## src/rtl/ahb_pkg.sv

```systemverilog
// ---------------------------------------------------------------------------
// ahb_pkg
//  Shared AHB3-Lite types and constants used by the command master and its
//  error-phase tracker.
//   htrans_e   - HTRANS encodings
//   hsize_e    - HSIZE encodings
//   dp_state_e - data-phase error tracking states
//   ahb_cmd_t  - one captured command (address-phase slot contents)
//   misaligned - address/size alignment test
// ---------------------------------------------------------------------------
package ahb_pkg;

   localparam int AHB_ADDR_W = 32;
   localparam int AHB_DATA_W = 32;

   typedef enum logic [1:0] {
      IDLE   = 2'b00,
      BUSY   = 2'b01,
      NONSEQ = 2'b10,
      SEQ    = 2'b11
   } htrans_e;

   typedef enum logic [2:0] {
      HSIZE_BYTE  = 3'b000,
      HSIZE_HALF  = 3'b001,
      HSIZE_WORD  = 3'b010,
      HSIZE_DWORD = 3'b011
   } hsize_e;

   typedef enum logic [0:0] {
      DP_RUN  = 1'b0,
      DP_ERR1 = 1'b1
   } dp_state_e;

   localparam logic [2:0] HBURST_SINGLE = 3'b000;
   localparam logic [3:0] HPROT_DEFAULT = 4'b0011;

   typedef struct packed {
      logic [AHB_ADDR_W-1:0] addr;
      logic                  write;
      hsize_e                size;
      logic [AHB_DATA_W-1:0] wdata;
   } ahb_cmd_t;

   // True when any address bit below the transfer size is set.
   function automatic logic misaligned(input logic [7:0] addr_lo, input logic [2:0] size);
      return (addr_lo & ((8'd1 << size) - 8'd1)) != 8'd0;
   endfunction

endpackage

```

## src/rtl/ahb_lite_cmd_master_if.sv

```systemverilog
// ---------------------------------------------------------------------------
// ahb_lite_cmd_master_if
//  Bundles the command stream, the response stream and the AHB-Lite bus of
//  the command master.
//   master modport - the view of ahb_lite_cmd_master (drives cmd_ready,
//                    rsp_*, HADDR..HWDATA; samples cmd_*, HRDATA/HREADY/HRESP)
//   slave modport  - the view of the command source and the subordinate
// ---------------------------------------------------------------------------
interface ahb_lite_cmd_master_if #(
   parameter int ADDR_W = 32,
   parameter int DATA_W = 32
);

   logic              cmd_valid;
   logic              cmd_ready;
   logic [ADDR_W-1:0] cmd_addr;
   logic              cmd_write;
   logic [2:0]        cmd_size;
   logic [DATA_W-1:0] cmd_wdata;

   logic              rsp_valid;
   logic [DATA_W-1:0] rsp_rdata;
   logic              rsp_err;

   logic [ADDR_W-1:0] HADDR;
   logic [1:0]        HTRANS;
   logic              HWRITE;
   logic [2:0]        HSIZE;
   logic [2:0]        HBURST;
   logic [3:0]        HPROT;
   logic [DATA_W-1:0] HWDATA;
   logic [DATA_W-1:0] HRDATA;
   logic              HREADY;
   logic              HRESP;

   modport master (
      input  cmd_valid, cmd_addr, cmd_write, cmd_size, cmd_wdata,
      input  HRDATA, HREADY, HRESP,
      output cmd_ready, rsp_valid, rsp_rdata, rsp_err,
      output HADDR, HTRANS, HWRITE, HSIZE, HBURST, HPROT, HWDATA
   );

   modport slave (
      output cmd_valid, cmd_addr, cmd_write, cmd_size, cmd_wdata,
      output HRDATA, HREADY, HRESP,
      input  cmd_ready, rsp_valid, rsp_rdata, rsp_err,
      input  HADDR, HTRANS, HWRITE, HSIZE, HBURST, HPROT, HWDATA
   );

endinterface

```

## src/rtl/ahb_master_err_fsm.sv

```systemverilog
// ---------------------------------------------------------------------------
// ahb_master_err_fsm
//  Tracks the two-cycle AHB ERROR response of the current data phase and
//  decides whether the address-phase slot may drive NONSEQ.
//   clk, rst_n  - clock, asynchronous active-low reset
//   dp_real     - a real (bus-visible) transfer occupies the data phase
//   ap_bus_req  - the address-phase slot holds a transfer to put on the bus
//   hready      - bus ready
//   hresp       - 1 = ERROR
//   dp_state    - DP_RUN / DP_ERR1
//   htrans      - HTRANS to drive this cycle
// ---------------------------------------------------------------------------
module ahb_master_err_fsm
   import ahb_pkg::*;
(
   input  logic      clk,
   input  logic      rst_n,
   input  logic      dp_real,
   input  logic      ap_bus_req,
   input  logic      hready,
   input  logic      hresp,
   output dp_state_e dp_state,
   output htrans_e   htrans
);

   dp_state_e state_q;
   dp_state_e state_d;

   // NOTE: sequential state uses non-blocking assignment so every flop samples
   // pre-edge values regardless of process ordering.
   always_ff @(posedge clk or negedge rst_n) begin
      if (!rst_n) state_q <= DP_RUN;
      else        state_q <= state_d;
   end

   // NOTE: every output of this block is given a default first, so no path
   // leaves a variable unassigned and no latch is inferred.
   always_comb begin
      state_d = state_q;
      htrans  = IDLE;
      unique case (state_q)
         DP_RUN: begin
            // First ERROR cycle: the held address phase is withdrawn next cycle.
            if (dp_real && hresp && !hready) state_d = DP_ERR1;
            if (ap_bus_req)                  htrans  = NONSEQ;
         end
         DP_ERR1: begin
            if (hready) state_d = DP_RUN;
         end
         default: state_d = DP_RUN;
      endcase
   end

   assign dp_state = state_q;

endmodule

```

## src/rtl/ahb_lite_cmd_master.sv

```systemverilog
// ---------------------------------------------------------------------------
// ahb_lite_cmd_master
//  AHB3-Lite initiator turning a valid/ready command stream into single
//  NONSEQ transfers with pipelined address (AP) and data (DP) phases, and
//  returning one in-order response per command.
//   HCLK, HRESETn - bus clock, asynchronous active-low reset
//   bus           - ahb_lite_cmd_master_if.master: cmd_*, rsp_*, AHB signals
//  Misaligned commands occupy AP/DP like real transfers but never reach the
//  bus; they complete with rsp_err=1 in their place in the order.
// ---------------------------------------------------------------------------
module ahb_lite_cmd_master
   import ahb_pkg::*;
#(
   parameter int ADDR_W = AHB_ADDR_W,
   parameter int DATA_W = AHB_DATA_W
) (
   input logic                   HCLK,
   input logic                   HRESETn,
   ahb_lite_cmd_master_if.master bus
);

   ahb_cmd_t          ap_cmd;
   logic              ap_valid;
   logic              ap_misalign;
   logic              dp_valid;
   logic              dp_write;
   logic              dp_misalign;
   logic [DATA_W-1:0] hwdata_q;
   logic              rsp_valid_q;
   logic [DATA_W-1:0] rsp_rdata_q;
   logic              rsp_err_q;

   dp_state_e         dp_state;
   htrans_e           htrans;
   logic              accept;
   logic              ap_adv;
   logic              dp_done;

   // AP moves to DP only when the bus accepts it; in DP_ERR1 the address phase
   // was withdrawn, so AP stays put and is re-presented afterwards.
   assign ap_adv        = ap_valid && bus.HREADY && (dp_state == DP_RUN);
   assign dp_done       = dp_valid && bus.HREADY;
   assign bus.cmd_ready = (dp_state == DP_RUN) && (!ap_valid || bus.HREADY);
   assign accept        = bus.cmd_valid && bus.cmd_ready;

   always_ff @(posedge HCLK or negedge HRESETn) begin
      if (!HRESETn) begin
         ap_cmd      <= '0;
         ap_valid    <= 1'b0;
         ap_misalign <= 1'b0;
         dp_valid    <= 1'b0;
         dp_write    <= 1'b0;
         dp_misalign <= 1'b0;
         hwdata_q    <= '0;
         rsp_valid_q <= 1'b0;
         rsp_rdata_q <= '0;
         rsp_err_q   <= 1'b0;
      end else begin
         if (accept) begin
            ap_valid       <= 1'b1;
            ap_cmd.addr    <= AHB_ADDR_W'(bus.cmd_addr);
            ap_cmd.write   <= bus.cmd_write;
            ap_cmd.size    <= hsize_e'(bus.cmd_size);
            ap_cmd.wdata   <= AHB_DATA_W'(bus.cmd_wdata);
            ap_misalign    <= misaligned(bus.cmd_addr[7:0], bus.cmd_size);
         end else if (ap_adv) begin
            ap_valid <= 1'b0;
         end

         if (ap_adv) begin
            dp_valid    <= 1'b1;
            dp_write    <= ap_cmd.write;
            dp_misalign <= ap_misalign;
            hwdata_q    <= ap_cmd.wdata[DATA_W-1:0];
         end else if (dp_done) begin
            dp_valid <= 1'b0;
         end

         rsp_valid_q <= dp_done;
         rsp_rdata_q <= (dp_done && !dp_write && !dp_misalign) ? bus.HRDATA : '0;
         rsp_err_q   <= dp_done && (dp_misalign || bus.HRESP);
      end
   end

   ahb_master_err_fsm u_err_fsm (
      .clk        (HCLK),
      .rst_n      (HRESETn),
      .dp_real    (dp_valid && !dp_misalign),
      .ap_bus_req (ap_valid && !ap_misalign),
      .hready     (bus.HREADY),
      .hresp      (bus.HRESP),
      .dp_state   (dp_state),
      .htrans     (htrans)
   );

   assign bus.HADDR     = ap_cmd.addr[ADDR_W-1:0];
   assign bus.HTRANS    = htrans;
   assign bus.HWRITE    = ap_cmd.write;
   assign bus.HSIZE     = ap_cmd.size;
   assign bus.HBURST    = HBURST_SINGLE;
   assign bus.HPROT     = HPROT_DEFAULT;
   assign bus.HWDATA    = hwdata_q;
   assign bus.rsp_valid = rsp_valid_q;
   assign bus.rsp_rdata = rsp_rdata_q;
   assign bus.rsp_err   = rsp_err_q;

endmodule

```

## src/flat_wrapper.sv

```systemverilog
// flat-port wrapper written by rule: the top's interface ports become plain ports
module ahb_lite_cmd_master_flat import ahb_pkg::*;
#(
   parameter int ADDR_W = AHB_ADDR_W,
   parameter int DATA_W = AHB_DATA_W
)
  (HCLK, HRESETn, bus_cmd_valid, bus_cmd_addr, bus_cmd_write, bus_cmd_size, bus_cmd_wdata, bus_HRDATA, bus_HREADY, bus_HRESP, bus_cmd_ready, bus_rsp_valid, bus_rsp_rdata, bus_rsp_err, bus_HADDR, bus_HTRANS, bus_HWRITE, bus_HSIZE, bus_HBURST, bus_HPROT, bus_HWDATA);
  ahb_lite_cmd_master_if #(.ADDR_W(ADDR_W), .DATA_W(DATA_W)) bus_i ();
  input logic HCLK;
  input logic HRESETn;
  input wire logic [$bits(bus_i.cmd_valid)-1:0] bus_cmd_valid;
  input wire logic [$bits(bus_i.cmd_addr)-1:0] bus_cmd_addr;
  input wire logic [$bits(bus_i.cmd_write)-1:0] bus_cmd_write;
  input wire logic [$bits(bus_i.cmd_size)-1:0] bus_cmd_size;
  input wire logic [$bits(bus_i.cmd_wdata)-1:0] bus_cmd_wdata;
  input wire logic [$bits(bus_i.HRDATA)-1:0] bus_HRDATA;
  input wire logic [$bits(bus_i.HREADY)-1:0] bus_HREADY;
  input wire logic [$bits(bus_i.HRESP)-1:0] bus_HRESP;
  output wire logic [$bits(bus_i.cmd_ready)-1:0] bus_cmd_ready;
  output wire logic [$bits(bus_i.rsp_valid)-1:0] bus_rsp_valid;
  output wire logic [$bits(bus_i.rsp_rdata)-1:0] bus_rsp_rdata;
  output wire logic [$bits(bus_i.rsp_err)-1:0] bus_rsp_err;
  output wire logic [$bits(bus_i.HADDR)-1:0] bus_HADDR;
  output wire logic [$bits(bus_i.HTRANS)-1:0] bus_HTRANS;
  output wire logic [$bits(bus_i.HWRITE)-1:0] bus_HWRITE;
  output wire logic [$bits(bus_i.HSIZE)-1:0] bus_HSIZE;
  output wire logic [$bits(bus_i.HBURST)-1:0] bus_HBURST;
  output wire logic [$bits(bus_i.HPROT)-1:0] bus_HPROT;
  output wire logic [$bits(bus_i.HWDATA)-1:0] bus_HWDATA;
  assign bus_i.cmd_valid = bus_cmd_valid;
  assign bus_i.cmd_addr = bus_cmd_addr;
  assign bus_i.cmd_write = bus_cmd_write;
  assign bus_i.cmd_size = bus_cmd_size;
  assign bus_i.cmd_wdata = bus_cmd_wdata;
  assign bus_i.HRDATA = bus_HRDATA;
  assign bus_i.HREADY = bus_HREADY;
  assign bus_i.HRESP = bus_HRESP;
  assign bus_cmd_ready = bus_i.cmd_ready;
  assign bus_rsp_valid = bus_i.rsp_valid;
  assign bus_rsp_rdata = bus_i.rsp_rdata;
  assign bus_rsp_err = bus_i.rsp_err;
  assign bus_HADDR = bus_i.HADDR;
  assign bus_HTRANS = bus_i.HTRANS;
  assign bus_HWRITE = bus_i.HWRITE;
  assign bus_HSIZE = bus_i.HSIZE;
  assign bus_HBURST = bus_i.HBURST;
  assign bus_HPROT = bus_i.HPROT;
  assign bus_HWDATA = bus_i.HWDATA;
  ahb_lite_cmd_master #(.ADDR_W(ADDR_W), .DATA_W(DATA_W)) u_core (.HCLK(HCLK), .HRESETn(HRESETn), .bus(bus_i));
endmodule
```

## config.mk

```make
export PLATFORM = sky130hd
export DESIGN_NAME = ahb_lite_cmd_master_flat
export DESIGN_NICKNAME = d
export VERILOG_FILES = /design/src/rtl/ahb_pkg.sv /design/src/rtl/ahb_lite_cmd_master_if.sv /design/src/rtl/ahb_master_err_fsm.sv /design/src/rtl/ahb_lite_cmd_master.sv /design/src/flat_wrapper.sv
export SDC_FILE = /design/constraint.sdc
export NUM_CORES = 1
export LEC_CHECK = 0
export BUFFER_PORTS_ARGS = -buffer_cell sky130_fd_sc_hd__buf_2
export CAP_MARGIN = 20
export CORE_MARGIN = 10
export CORE_UTILIZATION = 45
export DETAILED_ROUTE_END_ITERATION = 8
export GPL_ROUTABILITY_DRIVEN = 0
export PLACE_DENSITY = 0.72
export REMOVE_ABC_BUFFERS = 1
export SLEW_MARGIN = 20
export SYNTH_ARGS = -nofsm -noshare
export SYNTH_HDL_FRONTEND = slang
export SYNTH_SLANG_ARGS = --single-unit
export TNS_END_PERCENT = 20
```

## constraint.sdc

```tcl
create_clock -name HCLK -period 1.9 [get_ports HCLK]
set_input_delay 0.38 -clock HCLK [delete_from_list [all_inputs] [get_ports HCLK]]
set_output_delay 0.38 -clock HCLK [all_outputs]
set_load 0.02 [all_outputs]
```

* After elaboration in Yosys (flattened, before gate mapping)
Cells that the tools add are included.
** Word-level totals
- Bits in latches :: 0
- Input port bits :: 105
- Output and inout port bits :: 112
- Bits in registers :: 140
- Memories kept :: 0
- Logic and storage cells :: 50
- Memory bits (writable) :: 0
- Bits in read-only memories :: 0
** Cells by class
- Reductions and logical operators :: 22
- Muxes and demuxes :: 10
- Multiply operators :: 0
- Add/sub/neg operators :: 1
- Order comparisons :: 0
- Shifts and indexed selects :: 1
- Equal/unequal tests :: 0
- Bitwise operators :: 2
- Divide/modulo/power cells :: 0
** Operator list (number)
- 32-bit two-way mux :: 1
- 1-bit logical AND :: 12
- 8-bit bitwise AND :: 1
- 8-bit nonzero test :: 1
- 1-bit by 3-bit << shifter with 8-bit output, first input constant :: 1
- 8-bit by 1-bit subtractor with 8-bit output, second input constant :: 1
- 1-bit two-way mux :: 6
- 1-bit zero test :: 5
- 2-bit two-way mux :: 2
- 2-bit nonzero test :: 2
- 1-bit logical OR :: 2
- 1-bit case mux with 2 select lines :: 1
- 1-bit inverter :: 1

* Depth between registers and ports, before layout
- Word-level depth :: 6
- Mapped depth :: 5
- Depth with buffers taken out :: 4

* Modules after synthesis
A second synthesis with hierarchy kept.
** Unflattened totals
- Cell total of the unflattened synthesis :: 362
- Area, all modules :: 5434.0 um^2
** Modules (own cells, without submodules)
- ahb_lite_cmd_master :: area an instance 5382.7 um^2, instances 1, seq. area each 3478.3 um^2, cells each 356
- ahb_master_err_fsm :: area an instance 51.3 um^2, instances 1, seq. area each 25.0 um^2, cells each 6

* Least setup slack after synthesis
OpenSTA, ideal clock, no wires.
- Path type :: reg-to-reg
- Start point :: register u_core.ap_valid
- End point :: register u_core.ap_cmd[0] (netlist bit)
- Stages on the path, launching flop included :: 4
- Path buffers :: 1
- Library setup time :: 125 ps
- Required time :: 1775 ps
- Period minus slack after synthesis :: 1537 ps
- Setup slack :: 363 ps
- Arrival time :: 1412 ps
- Cell sequence :: dfrtp_1 a211oi_4 buf_6 mux2_2
** Between the ends
- Word-level cells in the longest chain between the ends :: 4
** Ends and longest elaborated chain
- from (decl) :: line ahb_lite_cmd_master.sv:23 : logic ap_valid;
- from (signal assigned) :: line ahb_lite_cmd_master.sv:49 : ap_valid <= 1'b0;
- from (signal assigned) :: line ahb_lite_cmd_master.sv:60 : ap_valid <= 1'b1;
- from (signal assigned) :: line ahb_lite_cmd_master.sv:67 : ap_valid <= 1'b0;
- 1-bit zero test :: line ahb_lite_cmd_master.sv:43 : assign bus.cmd_ready = (dp_state == DP_RUN) && (!ap_valid || bus.HREADY);
- 1-bit logical OR :: line ahb_lite_cmd_master.sv:43
- 1-bit logical AND :: line ahb_lite_cmd_master.sv:43
- 1-bit logical AND :: line ahb_lite_cmd_master.sv:44 : assign accept = bus.cmd_valid && bus.cmd_ready;
- to (decl) :: line ahb_lite_cmd_master.sv:22 : ahb_cmd_t ap_cmd;
Every way passes these cells.
A chain may end at the register's enable or synchronous reset.

* Final worst setup path
- Start point :: register u_core.u_err_fsm.state_q, in the netlist u_core.u_err_fsm.dp_state
- End point :: output port bus_HTRANS[1]
** Between the ends
- Word-level cells in the longest chain between the ends :: 1
** Ends and longest elaborated chain
- from (decl) :: line ahb_master_err_fsm.sv:26 : dp_state_e state_q;
- from (signal assigned) :: line ahb_master_err_fsm.sv:33 : else state_q <= state_d;
- 2-bit two-way mux :: line ahb_master_err_fsm.sv:41 : unique case (state_q)
- to (decl) :: line flat_wrapper.sv:24 : output wire logic [$bits(bus_i.HTRANS)-1:0] bus_HTRANS;
Every way passes these cells.

==> impl_metrics.ini <==
[logic_synthesis]
synthMuxAreaShare = 0.211
synthAdderAreaFrac = 0
synth_compound_area_frac = 0.0165
yosysTopAreaCell = dfrtp_1
ys_ff_latch = 140
ys_types = 23
avgSynthCellArea_um2 = 15.2
synth_top_family_by_area = multiplexers
yosys.area_share.xor_xnor = 0
synth_area_um2 = 5440
synthesis.instances = 359
synth-simple-area-share = 0.0446
synth_top_cell_area_share = 0.644
ys_top_cells_by_area = dfrtp_1 64%, mux2_2 18%, buf_4 5.9%
yosysSeqAreaShare = 0.644
ys_warn_count = 0

[cells_and_area]
drive_above_1_share = 0.596
synthToLayoutAreaGrowth_pct = 28.2
seqCellArea_um2 = 3500
fin_area_um2 = 6980
final_cell_mix = 207 x buf_2, 140 x dfrtp_1, 85 x mux2_2
final_nets = 648
fillers = 1007
layout_commonest_cell = buf_2
multi_input_area_um2 = 1520

[setup_path]
reg2reg_depth = 3
crit_type = flop to output port
rr_startpoint = u_core.ap_valid
crit_required_ns = 1.52
r2r_end = u_core.bus.HADDR[27]
path_max_fanout = 5
arrival_ns = 1.28
endpoint_kind = output port
reg2reg_slack_ns = 0.30
startpoint_type = flop

[hold_path]
whs_path_depth = 2
hp-class = input pin to flop
holdCritStartpoint = bus_HRDATA[4]
hold_end = u_core.bus.rsp_rdata[4]

[clock_network]
htree_levels = 4
clkTransAtPathRegs_ns = 0.06
cts_buffers = 17
clock_latency_ns = 0.41
cts_tree = built
cts-root-buf = clkbuf_16
cts_sinks = 140
post_cts_resized = 0
clockBufferDepth = 2

[placement]
hpwl_mm = 9.41
post_dp_cell_area_um2 = 6380
io_buffers = 208

[job]
drv_cap = 0

[outcome]
status = finished, final reports clean

[floorplan]
core-area_um2 = 11900
die_h_um = 130
rows = 40
die_x_um = 130
initial_utilization = 0.457
ios = 217
die-area_um2 = 16900

[sta]
finalClockSkew_ns = 0.00692
period_share = 0.872
rsz0062_at_grt = false
period_needed_ns = 1.66
slew_violations = 0
max_freq_ghz = 0.603
report.final.hold_viol_count = 0
setup-violations-final = 0
setup-tns-final_ns = 0

[pwr]
ir_worst_vdd_mv = 0.672
swShare = 0.307
seqPwrFrac = 0.407
clkPwrFrac = 0.307
comb_power_share = 0.286
p_leak_nw = 3.53
p_int_mw = 7.33
powerDensity_nw_per_um2 = 1520
switchingPower_mw = 3.25

[drt]
vias = 3296
post-route-drc-count = 0
first_pass_iters = 4
drt_iter0_drc = 104
drt-total-wl_mm = 12.4
wl_per_cell_um = 17.6
viasPerCell = 4.70
ant_nets = 0

[global_route]
gr-usage-all-layers = 0.149
overflow = 0
grt_pass1_vias = 3722
grt_pass1_wl_mm = 19.3
grt_max_degree = 45
antenna_found_initial = 2
[layer usage]
layer  global-route usage  share of wire  routed length (µm)  up-vias
li1                     -              -                   -     1524
met2                0.232           0.48                5920      141
met4               0.0595          0.015                 188        2
met5                    0        0.00057                   7        -
met3               0.0978           0.13                1640       18
met1                0.158           0.37                4610     1611
[worst max-delay path: stages (launching register included)]
cell and delay, ns:
dfrtp_1 0.44, nor3b_1 0.23, buf_2 0.20
[cells in the mapped netlist, drive strengths merged]
| cell type | count |
|---|---|
| mux2 | 102 |
| nor3 | 1 |
| a21oi | 4 |
| and2 | 32 |
| o21ai | 2 |
| nand2 | 1 |
| a21o | 2 |
| o41ai | 1 |
| clkbuf | 3 |
| inv | 5 |
| a221o | 1 |
| nand3b | 1 |
| dfrtp | 140 |
| a211oi | 1 |
| nor3b | 1 |
| buf | 54 |
| conb | 2 |
| a31oi | 1 |
| nor2 | 5 |
[logic make-up (layout without fill, tap and decap cells)]
family                 Yosys count  after routing
flip-flops                     140            140
multiplexers                   102            102
buffers and inverters           62            251
AND/OR/NAND/NOR                 41             41
AO/OA/AOI/OAI                   12             12
other                            2              9
[flip-flops by register name, indices dropped and copies added, names as in the netlist]
signal / flops
u_core.dp_write: 1
u_core.bus.rsp_valid: 1
u_core.ap_valid: 1
u_core.bus.HSIZE: 3
u_core.u_err_fsm.dp_state: 1
u_core.bus.HWRITE: 1
u_core.bus.HWDATA: 32
u_core.bus.rsp_rdata: 32
u_core.ap_cmd: 32
u_core.ap_misalign: 1
u_core.bus.HADDR: 32
u_core.dp_misalign: 1
u_core.dp_valid: 1
u_core.bus.rsp_err: 1
[power by group through the flow]
stage | clock network [mW] | registers (mW) | logic (mW)
finish | 3.25 | 4.31 | 3.02
global route | 3.47 | 4.44 | 3.26
CTS | 3.32 | 4.33 | 3.10
detailed placement | 0 | 4.37 | 3.10
global placement | 0 | 4.32 | 3.02
floorplan | 0 | 5.10 | 1.11
[repair_timing]
item	CTS	global route
buffers inserted	0	0
endpoints found under the hold margin	41	0
hold buffers	1	0
[through the flow]
step	power (mW)	setup WS, ns	std cells	hold WS (ns)	utilization
after global routing	11.2	0.163	701	0.151	0.586
after CTS	10.7	0.212	701	0.154	0.586
final	10.6	0.243	702	0.171	0.586
after global placement	7.34	0.266	670	0.330	0.536
after floorplan	6.21	-0.977	308	0.0844	-
after detailed placement	7.46	0.220	670	0.336	0.536
[how the worst max path moves through the flow]
stage / start / endpoint / slack, ns
global route: u_core.ap_valid / bus_HTRANS[1] / 0.16
floorplan: bus_HREADY / u_core.ap_cmd[0] / -0.98
detailed placement: bus_HREADY / u_core.bus.HADDR[14] / 0.22
CTS: u_core.u_err_fsm.dp_state / bus_HTRANS[1] / 0.21
global placement: bus_HREADY / u_core.bus.HADDR[11] / 0.27
finish: u_core.u_err_fsm.dp_state / bus_HTRANS[1] / 0.24
[cell type report]
class,count,share of cell area
flip-flops and latches,140,0.502
multi-input cells,163,0.217
repair buffers,216,0.168
clock buffers,22,0.0665
well taps,147,0.0264
clock inverters,8,0.0169
inverters,5,0.00269
diodes,1,0.000359
Power figures use the tool's default switching activity.
